## src/rtl/led_breather_pkg.sv

```systemverilog
// rtl/led_breather_pkg.sv - shared phase encodings and sizing helpers for the LED breathing sequencer
package led_breather_pkg;

    // Phase encodings are shared with the PWM stage for debug visibility.
    localparam int PHASE_W = 3;

    typedef enum logic [PHASE_W-1:0] {
        PH_IDLE    = 3'd0,
        PH_RISE    = 3'd1,
        PH_HOLD_HI = 3'd2,
        PH_FALL    = 3'd3,
        PH_HOLD_LO = 3'd4
    } phase_t;

    // Width of a counter that must reach ticks-1; never narrower than one bit.
    function automatic int hold_width(input int ticks);
        return (ticks > 1) ? $clog2(ticks) : 1;
    endfunction

endpackage

```

## src/rtl/led_prescaler.sv

```systemverilog
// rtl/led_prescaler.sv - free-running step prescaler with synchronous clear and all-ones tick
module led_prescaler #(
    parameter int PRESCALE_W = 23
) (
    input  logic clk,
    input  logic rst,
    input  logic clr,
    output logic tick
);

    logic [PRESCALE_W-1:0] count;

    // Count every clock; clear holds the counter at zero so the first tick
    // after a clear is always one full period away.
    always_ff @(posedge clk or posedge rst) begin
        if (rst) begin
            count <= '0;
        end else if (clr) begin
            count <= '0;
        end else begin
            count <= count + 1'b1;
        end
    end

    // The counter wraps to zero on the same edge that consumes the tick.
    assign tick = &count;

endmodule

```

## src/rtl/led_breather.sv

```systemverilog
// rtl/led_breather.sv - breathing duty-cycle ramp generator with valid/ready output to the PWM stage
module led_breather
    import led_breather_pkg::*;
#(
    parameter int BW         = 4,
    parameter int PRESCALE_W = 23,
    parameter int HOLD_TICKS = 4
) (
    input  logic                i_clk,
    input  logic                i_reset,
    input  logic                i_en,
    input  logic                i_ready,
    output logic                o_valid,
    output logic [BW-1:0]       o_duty,
    output logic [PHASE_W-1:0]  o_phase,
    output logic                o_overrun
);

    localparam int              HW        = hold_width(HOLD_TICKS);
    localparam logic [HW-1:0]   HOLD_LAST = HW'(HOLD_TICKS - 1);
    localparam logic [BW-1:0]   DUTY_MAX  = {BW{1'b1}};
    localparam logic [BW-1:0]   DUTY_PEAK = DUTY_MAX - 1'b1;
    localparam logic [BW-1:0]   DUTY_ONE  = BW'(1);

    phase_t          state;
    logic [HW-1:0]   hold_cnt;
    logic            tick;
    logic            clr;
    logic            accept;
    logic            stall;

    // The prescaler idles at zero whenever the ramp is not running, so a
    // re-enable always waits one whole period before the first step.
    assign clr = (state == PH_IDLE) || !i_en;

    led_prescaler #(
        .PRESCALE_W (PRESCALE_W)
    ) u_prescaler (
        .clk  (i_clk),
        .rst  (i_reset),
        .clr  (clr),
        .tick (tick)
    );

    // A tick is only dropped when the previous value is still unaccepted;
    // a handshake completing on the tick cycle frees the slot in time.
    assign accept = o_valid && i_ready;
    assign stall  = tick && o_valid && !i_ready;

    assign o_phase = state;

    // Ramp FSM, hold counter, duty register and output handshake.
    always_ff @(posedge i_clk or posedge i_reset) begin
        if (i_reset) begin
            state     <= PH_IDLE;
            hold_cnt  <= '0;
            o_duty    <= '0;
            o_valid   <= 1'b0;
            o_overrun <= 1'b0;
        end else begin
            if (accept) begin
                o_valid <= 1'b0;
            end

            if (!i_en) begin
                // Disable wins over any tick; the LED is forced dark and the
                // zero is offered downstream if it differs from what was sent
                // or replaces a value still waiting.
                if (state != PH_IDLE) begin
                    state    <= PH_IDLE;
                    hold_cnt <= '0;
                    o_duty   <= '0;
                    if ((o_duty != '0) || o_valid) begin
                        o_valid <= 1'b1;
                    end
                end
            end else begin
                unique case (state)
                    PH_IDLE: begin
                        state    <= PH_RISE;
                        hold_cnt <= '0;
                    end

                    PH_RISE: begin
                        if (tick) begin
                            if (stall) begin
                                o_overrun <= 1'b1;
                            end else begin
                                o_duty  <= o_duty + 1'b1;
                                o_valid <= 1'b1;
                                if (o_duty == DUTY_PEAK) begin
                                    state    <= PH_HOLD_HI;
                                    hold_cnt <= '0;
                                end
                            end
                        end
                    end

                    PH_HOLD_HI: begin
                        if (tick) begin
                            if (stall) begin
                                o_overrun <= 1'b1;
                            end else if (hold_cnt == HOLD_LAST) begin
                                state    <= PH_FALL;
                                hold_cnt <= '0;
                            end else begin
                                hold_cnt <= hold_cnt + 1'b1;
                            end
                        end
                    end

                    PH_FALL: begin
                        if (tick) begin
                            if (stall) begin
                                o_overrun <= 1'b1;
                            end else begin
                                o_duty  <= o_duty - 1'b1;
                                o_valid <= 1'b1;
                                if (o_duty == DUTY_ONE) begin
                                    state    <= PH_HOLD_LO;
                                    hold_cnt <= '0;
                                end
                            end
                        end
                    end

                    PH_HOLD_LO: begin
                        if (tick) begin
                            if (stall) begin
                                o_overrun <= 1'b1;
                            end else if (hold_cnt == HOLD_LAST) begin
                                state    <= PH_RISE;
                                hold_cnt <= '0;
                            end else begin
                                hold_cnt <= hold_cnt + 1'b1;
                            end
                        end
                    end

                    default: begin
                        state    <= PH_IDLE;
                        hold_cnt <= '0;
                        o_duty   <= '0;
                    end
                endcase
            end
        end
    end

endmodule
```

## config.mk

```make
export PLATFORM = sky130hd
export DESIGN_NAME = led_breather
export DESIGN_NICKNAME = d
export VERILOG_FILES = /design/src/rtl/led_breather_pkg.sv /design/src/rtl/led_prescaler.sv /design/src/rtl/led_breather.sv
export SDC_FILE = /design/constraint.sdc
export NUM_CORES = 1
export LEC_CHECK = 0
export BUFFER_PORTS_ARGS = -buffer_cell sky130_fd_sc_hd__clkbuf_2
export CELL_PAD_IN_SITES_DETAIL_PLACEMENT = 0
export CELL_PAD_IN_SITES_GLOBAL_PLACEMENT = 1
export CORE_UTILIZATION = 38
export CTS_BUF_LIST = sky130_fd_sc_hd__clkbuf_2 sky130_fd_sc_hd__clkbuf_4 sky130_fd_sc_hd__clkbuf_8
export CTS_CLUSTER_DIAMETER = 100
export DETAILED_ROUTE_END_ITERATION = 6
export PLACE_DENSITY_LB_ADDON = 0.15
export SYNTH_ARGS = -nofsm -noshare
export SYNTH_HDL_FRONTEND = slang
export SYNTH_HIERARCHICAL = 1
export SYNTH_SLANG_ARGS = --single-unit
export TNS_END_PERCENT = 20
```

## constraint.sdc

```tcl
create_clock -name i_clk -period 7.3 [get_ports i_clk]
set_clock_uncertainty 0.05 [all_clocks]
set_input_delay 1.46 -clock i_clk [delete_from_list [all_inputs] [get_ports i_clk]]
set_output_delay 1.46 -clock i_clk [all_outputs]
set_load 0.02 [all_outputs]
```

==> impl_metrics.xml, run 1 <==
<?xml version="1.0" encoding="UTF-8"?>
<metrics>
  <group name="placement">
    <metric name="routability_driven_placement_congestion_ratio" unit="">0.805</metric>
    <metric name="hpwl" unit="um">2750</metric>
    <metric name="placement.io_buffers" unit="">12</metric>
  </group>
  <group name="sta">
    <metric name="least_margin_pin_slew" unit="ns">0.936</metric>
    <metric name="fmaxAchievable" unit="MHz">295</metric>
    <metric name="finalSetupViolations" unit="">0</metric>
    <metric name="period_utilization" unit="">0.465</metric>
    <metric name="slew_viol_final" unit="">0</metric>
    <metric name="hold_viol" unit="">0</metric>
    <metric name="period_needed" unit="ns">3.39</metric>
    <metric name="max-slew-margin-rel" unit="">0.371</metric>
    <metric name="final_tns_setup" unit="ns">0</metric>
    <metric name="grt_setup_unrepaired" unit="">false</metric>
  </group>
  <group name="cells_and_area">
    <metric name="antenna-diode-count" unit="">0</metric>
    <metric name="core_util_final" unit="">0.446</metric>
    <metric name="nets" unit="">225</metric>
    <metric name="area_growth_syn_to_layout" unit="%">10.0</metric>
    <metric name="post_route_cells_drive_above_1_share" unit="">0.134</metric>
  </group>
  <group name="drt">
    <metric name="wl_met1" unit="um">1870</metric>
    <metric name="met3_wirelength" unit="um">148</metric>
    <metric name="routed-via-count" unit="">1540</metric>
    <metric name="topRoutingLayerUsed" unit="">met4</metric>
    <metric name="routed_wire_length_per_instance" unit="um">13.9</metric>
    <metric name="drt-pass1-iter-count" unit="">4</metric>
    <metric name="wl" unit="um">3940</metric>
    <metric name="per_cell_via_count_in_the_routed_design" unit="">5.44</metric>
    <metric name="ant_nets" unit="">0</metric>
    <metric name="drc_errors" unit="">0</metric>
    <metric name="detailroute.wirelength.met2" unit="um">1860</metric>
    <metric name="drt_initial_violations" unit="">96</metric>
  </group>
  <group name="synthesis">
    <metric name="post_synth_inst_count" unit="">207</metric>
    <metric name="synth_largest_area_cell" unit="">sky130_fd_sc_hd__dfrtp_1</metric>
    <metric name="synth_fp_nets" unit="">217</metric>
    <metric name="yosys.area_share.simple" unit="">0.269</metric>
    <metric name="yosys.cell_types.count" unit="">49</metric>
    <metric name="synth_xor_xnor_area_share" unit="">0.0713</metric>
    <metric name="synth_top_area_share" unit="">0.433</metric>
    <metric name="adder_cell_fraction_of_synth_area" unit="">0.0433</metric>
    <metric name="async_reset_ff_frac" unit="">1.00</metric>
    <metric name="number_of_warnings_printed_during_yosys_synthesis" unit="">6</metric>
    <metric name="synth.cell_area" unit="um2">1960</metric>
    <metric name="synth_compound_gate_area_share" unit="">0.118</metric>
    <metric name="mux_contribution_to_synthesized_area" unit="">0.0153</metric>
    <metric name="ys_top_cells_by_count" unit="">sky130_fd_sc_hd__dfrtp_1 (34), sky130_fd_sc_hd__nor2_1 (17), sky130_fd_sc_hd__nand2_1 (14)</metric>
    <metric name="postSynthRegisterBits" unit="">34</metric>
    <metric name="netlist_top_cells_area" unit="">sky130_fd_sc_hd__dfrtp_1 (43%), sky130_fd_sc_hd__xnor2_1 (4.5%), sky130_fd_sc_hd__ha_1 (3.8%)</metric>
    <metric name="yosys.cell_count.top_type" unit="">sky130_fd_sc_hd__dfrtp_1</metric>
    <metric name="synth_top_family_by_area" unit="">simple AND/OR/NAND/NOR gates</metric>
    <metric name="synth_seq_area_share" unit="">0.433</metric>
    <metric name="syn_avg_cell_area" unit="um2">9.49</metric>
    <metric name="number_of_synthesized_flops_with_an_enable_pin" unit="">0</metric>
    <metric name="synth_flop_cell" unit="">sky130_fd_sc_hd__dfrtp_1</metric>
  </group>
  <group name="grt">
    <metric name="maximum_number_of_pins_on_one_net_before_global_route_repair" unit="">24</metric>
    <metric name="grt.overflow.total" unit="">0</metric>
    <metric name="first_global_vias" unit="">1484</metric>
    <metric name="total_routing_usage_gr" unit="">0.165</metric>
    <metric name="antenna_violations_before_repair" unit="">0</metric>
    <metric name="wire_length_of_the_first_global_routing_pass" unit="um">6820</metric>
  </group>
  <group name="floorplan">
    <metric name="floorplan.io_pins" unit="">13</metric>
    <metric name="die_ht" unit="um">73.9</metric>
    <metric name="initial_cell_density_of_the_core" unit="">0.405</metric>
    <metric name="die_w" unit="um">73.9</metric>
    <metric name="die_area" unit="um2">5460</metric>
    <metric name="floorplan.rows" unit="">25</metric>
    <metric name="core_area" unit="um2">4850</metric>
  </group>
  <group name="clocking">
    <metric name="cts_h_tree_lvls" unit="">2</metric>
    <metric name="deepest_clock_path_buffer_count" unit="">2</metric>
    <metric name="clk_pin_slew_worst_paths" unit="ns">0.07</metric>
    <metric name="tritoncts" unit="">yes</metric>
    <metric name="post_cts_resize_count" unit="">0</metric>
    <metric name="cts_num_sinks" unit="">34</metric>
    <metric name="cts_buffers" unit="">5</metric>
    <metric name="ctsRootBufferMaster" unit="">sky130_fd_sc_hd__clkbuf_8</metric>
    <metric name="holdBufCountCts" unit="">0</metric>
    <metric name="cts_post_setup_buffers_inserted" unit="">0</metric>
    <metric name="worst_skew_pair.late_latency" unit="ns">0.28</metric>
  </group>
  <group name="setup_path">
    <metric name="critPathArrivalTime" unit="ns">3.56</metric>
    <metric name="critPathMaxFanout" unit="">9</metric>
    <metric name="critPathRequiredTime" unit="ns">7.46</metric>
    <metric name="crit_type" unit="">reg -&gt; reg</metric>
    <metric name="worstSetupStartpointType" unit="">flop</metric>
    <metric name="worstSetupEndpointType" unit="">flop</metric>
  </group>
  <group name="power">
    <metric name="clkPwrFrac" unit="">0.387</metric>
    <metric name="worst_ir_drop_vdd" unit="mV">0.111</metric>
    <metric name="comb_power_share" unit="">0.118</metric>
    <metric name="power_frac_seq" unit="">0.495</metric>
    <metric name="swShare" unit="">0.268</metric>
    <metric name="power.switching" unit="uW">113</metric>
    <metric name="power.total" unit="uW">423</metric>
    <metric name="total_leakage_power" unit="nW">0.907</metric>
    <metric name="total_power_density_per_cell_area" unit="nW/um2">196</metric>
    <metric name="power.internal" unit="uW">310</metric>
  </group>
  <group name="run">
    <metric name="maxCapViolations" unit="">0</metric>
  </group>
  <group name="min_path">
    <metric name="hold_path.class" unit="">reg -&gt; reg</metric>
  </group>
  <group name="run_status">
    <metric name="result_of_the_run" unit="">complete, no violations</metric>
  </group>
</metrics>
==> critical path: stages, from the launching register on <==
cell                        delay, ns
sky130_fd_sc_hd__dfrtp_1         0.43
sky130_fd_sc_hd__ha_1            0.23
sky130_fd_sc_hd__nand4_1         0.26
sky130_fd_sc_hd__or4_1           0.67
sky130_fd_sc_hd__nor3_1          0.81
sky130_fd_sc_hd__nand2_1         0.23
sky130_fd_sc_hd__a2bb2oi_1       0.42
sky130_fd_sc_hd__mux2i_1         0.22
==> placed cells by master (no fill, tap or decap), types with 2 or more instances in the layout <==
cell,n
sky130_fd_sc_hd__nand2_1,14
sky130_fd_sc_hd__clkbuf_8,8
sky130_fd_sc_hd__dfrtp_1,34
sky130_fd_sc_hd__xnor2_1,10
sky130_fd_sc_hd__mux2i_1,3
sky130_fd_sc_hd__and4b_1,2
sky130_fd_sc_hd__or4_1,4
sky130_fd_sc_hd__nand2b_1,2
sky130_fd_sc_hd__ha_1,6
sky130_fd_sc_hd__nor4_1,4
sky130_fd_sc_hd__a31oi_1,3
sky130_fd_sc_hd__o21ai_0,7
sky130_fd_sc_hd__nor2_1,17
sky130_fd_sc_hd__a21oi_1,10
sky130_fd_sc_hd__nor2b_1,3
sky130_fd_sc_hd__nor3_1,7
sky130_fd_sc_hd__inv_1,11
sky130_fd_sc_hd__and3_1,2
sky130_fd_sc_hd__nand3_1,10
sky130_fd_sc_hd__o31ai_1,2
sky130_fd_sc_hd__nand4_1,4
sky130_fd_sc_hd__o211ai_1,3
sky130_fd_sc_hd__and4_1,2
sky130_fd_sc_hd__clkbuf_2,12
sky130_fd_sc_hd__xor2_1,6
sky130_fd_sc_hd__or3_1,8
==> kinds of logic (layout without fill, tap and decap cells) <==
family	Yosys count	after routing
AND/OR/NAND/NOR	90	90
AO/OA/AOI/OAI	35	35
multiplexers	3	3
flip-flops	34	34
adder cells (fa/ha/maj)	7	7
XOR/XNOR	16	16
buffers and inverters	22	31
==> per-stage QoR <==
stage	setup WS (ns)	instances	hold slack, ns	instance area (um2)
6_report	3.91	283	0.428	2160
5_1_grt	3.60	283	0.457	2160
4_1_cts	3.92	283	0.433	2160
3_5_place_dp	3.94	275	0.416	2050
3_3_place_gp	4.01	275	0.412	2050
2_1_floorplan	4.73	207	0.420	1960
==> sequential cells by signal (all words and copies together) (netlist names) <==
signal	cells
hold_cnt	2
o_duty	4
o_overrun	1
o_phase	3
o_valid	1
u_prescaler/count	23
==> area by class of cell <==
cell class,count,area (um2)
fillers,488,2690
multi-input cells,151,1010
flip-flops and latches,34,851
clock buffers,8,110
well taps,67,83.8
repair buffers,12,60.1
inverters,11,41.3
==> path summary, 6_finish.rpt <==
check	startpoint	cells past startpoint	slack (ns)	endpoint
max reg2reg	u_prescaler/count[0]$_DFF_PP0_	7	3.91	o_duty[1]$_DFFE_PP0P_
max in group asynchronous	i_reset	2	5.37	u_prescaler/count[20]$_DFF_PP0_
min in group asynchronous	i_reset	2	1.13	o_valid$_DFF_PP0_
min	o_overrun$_DFFE_PP0P_	1	0.43	o_overrun$_DFFE_PP0P_
max	u_prescaler/count[0]$_DFF_PP0_	7	3.91	o_duty[1]$_DFFE_PP0P_
min reg2reg	o_overrun$_DFFE_PP0P_	1	0.43	o_overrun$_DFFE_PP0P_
==> power groups by stage <==
stage	clock network (mW)	logic (mW)	registers, mW
final	0.164	0.0501	0.209
after global routing	0.180	0.0562	0.211
after CTS	0.171	0.0506	0.209
after detailed placement	0	0.0504	0.213
after global placement	0	0.0496	0.212
after floorplan	0	0.0316	0.216
==> per-layer routing <==
metal | global-route usage | vias up
met5 | 0 | -
met2 | 0.257 | 32
li1 | - | 754
met1 | 0.220 | 747
met3 | 0.0357 | 7
met4 | 0.0748 | 0
Note: power is estimated with default switching activity, not from simulation.
==> run 2: changes to the inputs <==
Settings changed: ABC_AREA from default to 1.
Clock period 7.3 ns to 2.8 ns, I/O delays scaled along.
==> run 2 against run 1 <==
  * Final cell count increased by 37%
  * Highest routed layer unchanged
  * Synthesized cell count increased by 44%
  * Combinational power increased to 12 times the previous value
  * Core utilization decreased by 0.42 points
  * Maximum frequency increased by 59%
  * Sequential share of layout area decreased by 4.6 points
  * Critical path depth increased by 5
  * Cell area increased by 13%
  * Worst hold slack got worse by 0.20 ns
  * Die area increased by 12%
==> impl_metrics.xml, run 2 <==
<?xml version="1.0" encoding="UTF-8"?>
<metrics>
  <group name="run_status">
    <metric name="result_of_the_run" unit="">complete, no violations</metric>
  </group>
  <group name="clocking">
    <metric name="holdBufCountCts" unit="">0</metric>
    <metric name="cts_post_setup_buffers_inserted" unit="">0</metric>
    <metric name="cts_h_tree_lvls" unit="">2</metric>
    <metric name="worst_skew_pair.late_latency" unit="ns">0.29</metric>
    <metric name="ctsRootBufferMaster" unit="">sky130_fd_sc_hd__clkbuf_8</metric>
    <metric name="cts_num_sinks" unit="">34</metric>
    <metric name="post_cts_resize_count" unit="">0</metric>
    <metric name="deepest_clock_path_buffer_count" unit="">2</metric>
    <metric name="cts_buffers" unit="">5</metric>
    <metric name="tritoncts" unit="">yes</metric>
    <metric name="clk_pin_slew_worst_paths" unit="ns">0.07</metric>
  </group>
  <group name="sta">
    <metric name="slew_viol_final" unit="">0</metric>
    <metric name="hold_viol" unit="">0</metric>
    <metric name="finalWorstSetupSlack" unit="ns">0.668</metric>
    <metric name="least_margin_pin_slew" unit="ns">0.551</metric>
    <metric name="period_needed" unit="ns">2.13</metric>
    <metric name="final_tns_setup" unit="ns">0</metric>
    <metric name="finalSetupViolations" unit="">0</metric>
    <metric name="period_utilization" unit="">0.761</metric>
    <metric name="max-slew-margin-rel" unit="">0.632</metric>
    <metric name="fmaxAchievable" unit="MHz">469</metric>
    <metric name="grt_setup_unrepaired" unit="">false</metric>
  </group>
  <group name="grt">
    <metric name="maximum_number_of_pins_on_one_net_before_global_route_repair" unit="">24</metric>
    <metric name="antenna_violations_before_repair" unit="">0</metric>
    <metric name="wire_length_of_the_first_global_routing_pass" unit="um">8420</metric>
    <metric name="total_routing_usage_gr" unit="">0.178</metric>
    <metric name="grt.overflow.total" unit="">0</metric>
    <metric name="first_global_vias" unit="">1772</metric>
  </group>
  <group name="drt">
    <metric name="per_cell_via_count_in_the_routed_design" unit="">4.70</metric>
    <metric name="wl" unit="um">4670</metric>
    <metric name="drt-pass1-iter-count" unit="">4</metric>
    <metric name="routed_wire_length_per_instance" unit="um">12.0</metric>
    <metric name="drt_initial_violations" unit="">98</metric>
    <metric name="ant_nets" unit="">0</metric>
    <metric name="routed-via-count" unit="">1824</metric>
    <metric name="drc_errors" unit="">0</metric>
  </group>
  <group name="setup_path">
    <metric name="critPathArrivalTime" unit="ns">2.26</metric>
    <metric name="r2r_cells" unit="">12</metric>
    <metric name="crit_slowest_cell" unit="">sky130_fd_sc_hd__dfrtp_1</metric>
    <metric name="critPathRequiredTime" unit="ns">2.93</metric>
    <metric name="timing.critical_path.cells" unit="">ha_1 &gt; nand2_2 &gt; nor2_4 &gt; nand3_1 &gt; nor4_2 &gt; nand2_1 &gt; nand3_1 &gt; nand2_4 &gt; nor2_8 &gt; nand3_2 &gt; nand2_1 &gt; nand2_1</metric>
    <metric name="crit_path_frequent_cell" unit="">sky130_fd_sc_hd__nand2_1</metric>
    <metric name="crit-reg2reg-launch" unit="">u_prescaler/count[0]$_DFF_PP0_</metric>
    <metric name="worstPathBufferInverterCount" unit="">0</metric>
    <metric name="crit_type" unit="">reg -&gt; reg</metric>
    <metric name="worstSetupStartpointType" unit="">flop</metric>
    <metric name="timing.critical_path.slowest_cell_delay" unit="ns">0.39</metric>
    <metric name="r2r-end" unit="">o_phase[1]$_DFFE_PP0P_</metric>
    <metric name="cp_top_family" unit="">simple AND/OR/NAND/NOR gates</metric>
    <metric name="worstSetupEndpointType" unit="">flop</metric>
    <metric name="r2r_setup_slack" unit="ns">0.67</metric>
    <metric name="critPathMaxFanout" unit="">6</metric>
    <metric name="cp.depth" unit="">12</metric>
  </group>
  <group name="synthesis">
    <metric name="syn_avg_cell_area" unit="um2">7.42</metric>
    <metric name="synth_seq_area_share" unit="">0.385</metric>
    <metric name="yosys.cell_types.count" unit="">31</metric>
    <metric name="post_synth_inst_count" unit="">298</metric>
    <metric name="synth_compound_gate_area_share" unit="">0.0787</metric>
    <metric name="synth_top_family_by_area" unit="">simple AND/OR/NAND/NOR gates</metric>
    <metric name="synth_largest_area_cell" unit="">sky130_fd_sc_hd__dfrtp_1</metric>
    <metric name="synth_flop_cell" unit="">sky130_fd_sc_hd__dfrtp_1</metric>
    <metric name="synth_fp_nets" unit="">308</metric>
    <metric name="mux_contribution_to_synthesized_area" unit="">0</metric>
    <metric name="netlist_top_cells_area" unit="">sky130_fd_sc_hd__dfrtp_1 (38%), sky130_fd_sc_hd__nand2_1 (12%), sky130_fd_sc_hd__nor2_1 (7.3%)</metric>
    <metric name="async_reset_ff_frac" unit="">1.00</metric>
    <metric name="adder_cell_fraction_of_synth_area" unit="">0.0340</metric>
    <metric name="synth_xor_xnor_area_share" unit="">0.0119</metric>
    <metric name="number_of_warnings_printed_during_yosys_synthesis" unit="">6</metric>
    <metric name="yosys.cell_count.top_type" unit="">sky130_fd_sc_hd__nand2_1</metric>
    <metric name="postSynthRegisterBits" unit="">34</metric>
    <metric name="yosys.area_share.simple" unit="">0.418</metric>
    <metric name="ys_top_cells_by_count" unit="">sky130_fd_sc_hd__nand2_1 (73), sky130_fd_sc_hd__nor2_1 (43), sky130_fd_sc_hd__dfrtp_1 (34)</metric>
    <metric name="synth_top_area_share" unit="">0.385</metric>
    <metric name="synth.cell_area" unit="um2">2210</metric>
    <metric name="number_of_synthesized_flops_with_an_enable_pin" unit="">0</metric>
  </group>
  <group name="power">
    <metric name="worst_ir_drop_vdd" unit="mV">0.349</metric>
    <metric name="total_leakage_power" unit="nW">1.12</metric>
    <metric name="total_power_density_per_cell_area" unit="nW/um2">666</metric>
  </group>
  <group name="floorplan">
    <metric name="floorplan.io_pins" unit="">13</metric>
    <metric name="initial_cell_density_of_the_core" unit="">0.399</metric>
    <metric name="die_area" unit="um2">6130</metric>
    <metric name="core_area" unit="um2">5540</metric>
    <metric name="die_ht" unit="um">78.3</metric>
    <metric name="die_w" unit="um">78.3</metric>
    <metric name="floorplan.rows" unit="">27</metric>
  </group>
  <group name="placement">
    <metric name="routability_driven_placement_congestion_ratio" unit="">0.777</metric>
    <metric name="preCtsSetupSlack" unit="ns">0.677</metric>
    <metric name="placement.io_buffers" unit="">12</metric>
    <metric name="hpwl" unit="um">3500</metric>
  </group>
  <group name="cells_and_area">
    <metric name="core_util_final" unit="">0.442</metric>
    <metric name="top_register" unit="">u_prescaler/count</metric>
    <metric name="post_route_cells_drive_above_1_share" unit="">0.177</metric>
    <metric name="nets" unit="">325</metric>
    <metric name="area_growth_syn_to_layout" unit="%">10.6</metric>
    <metric name="layout.cells.most_common" unit="">sky130_fd_sc_hd__nand2_1</metric>
    <metric name="mostFrequentLayoutCells" unit="">sky130_fd_sc_hd__nand2_1 (73), sky130_fd_sc_hd__nor2_1 (43), sky130_fd_sc_hd__dfrtp_1 (34)</metric>
    <metric name="largest_reg_flops" unit="">23</metric>
    <metric name="antenna-diode-count" unit="">0</metric>
  </group>
  <group name="run">
    <metric name="maxCapViolations" unit="">0</metric>
  </group>
  <group name="min_path">
    <metric name="hold_path.class" unit="">in -&gt; async</metric>
  </group>
</metrics>
## run 2: layer usage
layer,vias to the layer above,share of wire,track usage
met4,0,0.011,0.0667
met5,-,0,0
met3,4,0.018,0.0256
met1,823,0.58,0.275
li1,981,-,-
met2,16,0.40,0.246
## run 2: layout make-up
class | count | area (um2)
fillers | 612 | 3090
flip-flops and latches | 34 | 851
well taps | 72 | 90.1
repair buffers | 13 | 67.6
inverters | 38 | 143
clock buffers | 7 | 90.1
clock inverters | 1 | 5.00
multi-input cells | 223 | 1200
## run 2: per-stage QoR
stage | hold WS [ns] | total power, mW | cells | area (um2)
after floorplan | 0.362 | 1.11 | 298 | 2210
after global placement | 0.412 | 1.25 | 380 | 2350
after detailed placement | 0.417 | 1.25 | 380 | 2350
after CTS | 0.252 | 1.65 | 388 | 2450
after global routing | 0.279 | 1.76 | 388 | 2450
final | 0.233 | 1.63 | 388 | 2450
## run 2: kinds of logic (layout without fill, tap and decap cells)
logic type               Yosys count  after routing
AO/OA/AOI/OAI                     32             32
XOR/XNOR                           3              3
adder cells (fa/ha/maj)            6              6
buffers and inverters             41             59
flip-flops                        34             34
AND/OR/NAND/NOR                  182            182
## run 2: how the worst max path moves through the flow
stage / start / end
2_1_floorplan: u_prescaler/count[0]$_DFF_PP0_ / o_phase[2]$_DFFE_PP0P_
3_3_place_gp: u_prescaler/count[0]$_DFF_PP0_ / o_phase[2]$_DFFE_PP0P_
3_5_place_dp: u_prescaler/count[0]$_DFF_PP0_ / o_phase[1]$_DFFE_PP0P_
4_1_cts: u_prescaler/count[0]$_DFF_PP0_ / o_phase[1]$_DFFE_PP0P_
5_1_grt: u_prescaler/count[0]$_DFF_PP0_ / o_phase[0]$_DFFE_PP0P_
6_report: u_prescaler/count[0]$_DFF_PP0_ / o_phase[1]$_DFFE_PP0P_
## run 2: worst reg2reg max path, delay by kind of cell, from the launching register on
kind          cells  cell delay, ns
flops             1            0.39
simple gates     11            1.40
fa+ha+maj         1            0.19
## run 2: report_power, final
group / internal [mW] / leakage, nW / switching, mW
clock: 0.208 / 0.0517 / 0.184
combinational: 0.202 / 0.600 / 0.422
sequential: 0.539 / 0.470 / 0.0724
==> run 3: changes to the inputs <==
Settings changed: ABC_AREA 1 to 0.
Clock period 2.8 ns to 2 ns, I/O delays scaled along.
==> run 3 against run 2 <==
  * The flow now finishes with violations (negative setup slack)
  * Worst hold slack better by 0.15 ns
  * Setup slack got worse by 0.91 ns
  * Core utilization is 6.3 points higher
  * Clock power grew 49%
  * Cell area about the same
  * Non-clock buffer count increased by 31
  * Total power shrank 4.7%
  * Sequential share of layout area is essentially flat
  * Flip-flop and latch count unchanged
  * Register-to-register slack worse by 0.91 ns
  * Critical path depth is 4 lower
  * Largest cell class unchanged
  * Largest power group is now registers
==> impl_metrics.xml, run 3 (synthesis gave the netlist of run 1 again) <==
<?xml version="1.0" encoding="UTF-8"?>
<metrics>
  <group name="floorplan">
    <metric name="floorplan.io_pins" unit="">13</metric>
    <metric name="initial_cell_density_of_the_core" unit="">0.405</metric>
    <metric name="die_w" unit="um">73.9</metric>
    <metric name="floorplan.rows" unit="">25</metric>
    <metric name="die_ht" unit="um">73.9</metric>
    <metric name="die_area" unit="um2">5460</metric>
    <metric name="core_area" unit="um2">4850</metric>
  </group>
  <group name="sta">
    <metric name="period_needed" unit="ns">2.24</metric>
    <metric name="final.hold.worst_slack" unit="ns">0.386</metric>
    <metric name="hold_viol" unit="">0</metric>
    <metric name="grt_setup_unrepaired" unit="">true</metric>
    <metric name="finalSetupViolations" unit="">10</metric>
    <metric name="fmaxAchievable" unit="MHz">447</metric>
    <metric name="final_tns_setup" unit="ns">-1.28</metric>
    <metric name="max-slew-margin-rel" unit="">0.696</metric>
    <metric name="period_utilization" unit="">1.12</metric>
    <metric name="least_margin_pin_slew" unit="ns">0.456</metric>
    <metric name="slew_viol_final" unit="">0</metric>
    <metric name="finalWorstSetupSlack" unit="ns">-0.238</metric>
  </group>
  <group name="placement">
    <metric name="hpwl" unit="um">3190</metric>
    <metric name="routability_driven_placement_congestion_ratio" unit="">0.804</metric>
    <metric name="placement.io_buffers" unit="">12</metric>
  </group>
  <group name="setup_path">
    <metric name="critPathRequiredTime" unit="ns">2.11</metric>
    <metric name="crit_slowest_cell" unit="">sky130_fd_sc_hd__or4_4</metric>
    <metric name="worstSetupEndpointType" unit="">flop</metric>
    <metric name="timing.critical_path.cells" unit="">ha_2 &gt; nand4_1 &gt; or4_4 &gt; nor3_2 &gt; buf_6 &gt; a31oi_1 &gt; a221o_1 &gt; a21o_1</metric>
    <metric name="r2r-end" unit="">hold_cnt[0]$_DFFE_PP0P_</metric>
    <metric name="r2r_setup_slack" unit="ns">-0.24</metric>
    <metric name="critPathArrivalTime" unit="ns">2.35</metric>
    <metric name="crit-reg2reg-launch" unit="">u_prescaler/count[0]$_DFF_PP0_</metric>
    <metric name="crit_path_end" unit="">hold_cnt[0]$_DFFE_PP0P_</metric>
    <metric name="timing.critical_path.slowest_cell_delay" unit="ns">0.46</metric>
    <metric name="crit_type" unit="">reg -&gt; reg</metric>
    <metric name="cp_top_family" unit="">simple AND/OR/NAND/NOR gates</metric>
    <metric name="cp.depth" unit="">8</metric>
    <metric name="critPathMaxFanout" unit="">9</metric>
    <metric name="setup.worst_path.start" unit="">u_prescaler/count[0]$_DFF_PP0_</metric>
    <metric name="worstSetupStartpointType" unit="">flop</metric>
    <metric name="r2r_cells" unit="">8</metric>
    <metric name="worstPathBufferInverterCount" unit="">1</metric>
  </group>
  <group name="power">
    <metric name="comb_power_share" unit="">0.131</metric>
    <metric name="power.internal" unit="mW">1.14</metric>
    <metric name="power_frac_seq" unit="">0.493</metric>
    <metric name="swShare" unit="">0.263</metric>
    <metric name="power.switching" unit="uW">409</metric>
    <metric name="clkPwrFrac" unit="">0.376</metric>
    <metric name="worst_ir_drop_vdd" unit="mV">0.386</metric>
    <metric name="total_power_density_per_cell_area" unit="nW/um2">634</metric>
    <metric name="total_leakage_power" unit="nW">1.08</metric>
  </group>
  <group name="grt">
    <metric name="antenna_violations_before_repair" unit="">0</metric>
    <metric name="total_routing_usage_gr" unit="">0.187</metric>
    <metric name="maximum_number_of_pins_on_one_net_before_global_route_repair" unit="">24</metric>
    <metric name="first_global_vias" unit="">1652</metric>
    <metric name="grt.overflow.total" unit="">0</metric>
    <metric name="wire_length_of_the_first_global_routing_pass" unit="um">7750</metric>
  </group>
  <group name="cells_and_area">
    <metric name="largest_reg_flops" unit="">23</metric>
    <metric name="antenna-diode-count" unit="">0</metric>
    <metric name="top_register" unit="">u_prescaler/count</metric>
    <metric name="layout.cells.most_common" unit="">sky130_fd_sc_hd__dfrtp_1</metric>
    <metric name="post_route_cells_drive_above_1_share" unit="">0.278</metric>
    <metric name="mostFrequentLayoutCells" unit="">sky130_fd_sc_hd__dfrtp_1 (34), sky130_fd_sc_hd__buf_4 (29), sky130_fd_sc_hd__nor2_1 (17)</metric>
    <metric name="area_growth_syn_to_layout" unit="%">24.6</metric>
    <metric name="nets" unit="">257</metric>
    <metric name="nFillCells" unit="">455</metric>
  </group>
  <group name="drt">
    <metric name="per_cell_via_count_in_the_routed_design" unit="">5.15</metric>
    <metric name="drt_initial_violations" unit="">92</metric>
    <metric name="drt-pass1-iter-count" unit="">5</metric>
    <metric name="drc_errors" unit="">0</metric>
    <metric name="routed_wire_length_per_instance" unit="um">13.5</metric>
    <metric name="routed-via-count" unit="">1621</metric>
    <metric name="wl" unit="um">4270</metric>
    <metric name="ant_nets" unit="">0</metric>
  </group>
  <group name="clocking">
    <metric name="cts_h_tree_lvls" unit="">2</metric>
    <metric name="deepest_clock_path_buffer_count" unit="">2</metric>
    <metric name="worst_skew_pair.late_latency" unit="ns">0.27</metric>
    <metric name="clk_pin_slew_worst_paths" unit="ns">0.07</metric>
    <metric name="ctsRootBufferMaster" unit="">sky130_fd_sc_hd__clkbuf_8</metric>
    <metric name="tritoncts" unit="">yes</metric>
    <metric name="cts_buffers" unit="">5</metric>
    <metric name="cts_num_sinks" unit="">34</metric>
  </group>
  <group name="run">
    <metric name="maxCapViolations" unit="">0</metric>
  </group>
  <group name="run_status">
    <metric name="result_of_the_run" unit="">complete, but fails checks</metric>
    <metric name="failing_checks" unit="">negative setup slack</metric>
  </group>
  <group name="min_path">
    <metric name="worstHoldStart" unit="">i_en</metric>
    <metric name="hold_path.class" unit="">in -&gt; reg</metric>
  </group>
</metrics>
[run 3: cell types whose count changed in the layout (fill, tap and decap cells not counted), sizes merged, moves of 10 or more]
cell   before  now
nand2      82   15
inv        38   11
nor2       59   17
xnor2       0   10
buf         1   31
nand3      22   11
[run 3: timing repair]
action | CTS | global route
gates resized for setup | 4 | 5
setup endpoints to repair | 12 | 12
pin swaps | 1 | 1
gates cloned | 0 | 0
hold endpoints to repair | 5 | 0
setup buffers | 0 | 1
hold buffers | 1 | 0
[run 3: cell type report]
| class | instances | area (um2) | share of cell area |
|---|---|---|---|
| Clock buffer | 8 | 110 | 0.0450 |
| Inverter | 11 | 41.3 | 0.0169 |
| Multi-Input combinational cell | 151 | 1050 | 0.429 |
| Sequential cell | 34 | 851 | 0.348 |
| Tap cell | 67 | 83.8 | 0.0343 |
| Timing Repair Buffer | 44 | 310 | 0.127 |
[run 3: worst min-delay path by stage]
stage                                      endpoint  slack, ns  cells past startpoint
detailed placement  u_prescaler/count[15]$_DFF_PP0_       0.29                      2
global route                 o_phase[2]$_DFFE_PP0P_       0.40                      2
global placement    u_prescaler/count[15]$_DFF_PP0_       0.27                      2
floorplan                   hold_cnt[0]$_DFFE_PP0P_       0.20                      1
finish                       o_phase[2]$_DFFE_PP0P_       0.39                      2
CTS                          o_phase[2]$_DFFE_PP0P_       0.38                      2
[run 3: metrics by stage]
stage          std cells  instance area, um2  total power [mW]  utilization  setup WS [ns]
2_1_floorplan        207                1980             0.905            -         -0.427
4_1_cts              314                2420              1.58        0.499         -0.244
3_3_place_gp         305                2280             0.971        0.471         -0.206
3_5_place_dp         305                2280             0.977        0.471         -0.259
5_1_grt              315                2450              1.65        0.505         -0.376
6_report             315                2450              1.55        0.505         -0.238
[run 3: layer usage]
| layer | global-route usage | wire (um) |
|---|---|---|
| met3 | 0.0384 | 111 |
| met2 | 0.291 | 1970 |
| met4 | 0.0620 | 40 |
| met1 | 0.259 | 2150 |
| met5 | 0 | 0 |
[run 3: power by group through the flow]
stage	logic, mW	registers [mW]	clock network (mW)
after global routing	0.223	0.773	0.650
after detailed placement	0.202	0.775	0
final	0.203	0.765	0.584
after CTS	0.206	0.763	0.613
after global placement	0.199	0.773	0
after floorplan	0.115	0.790	0
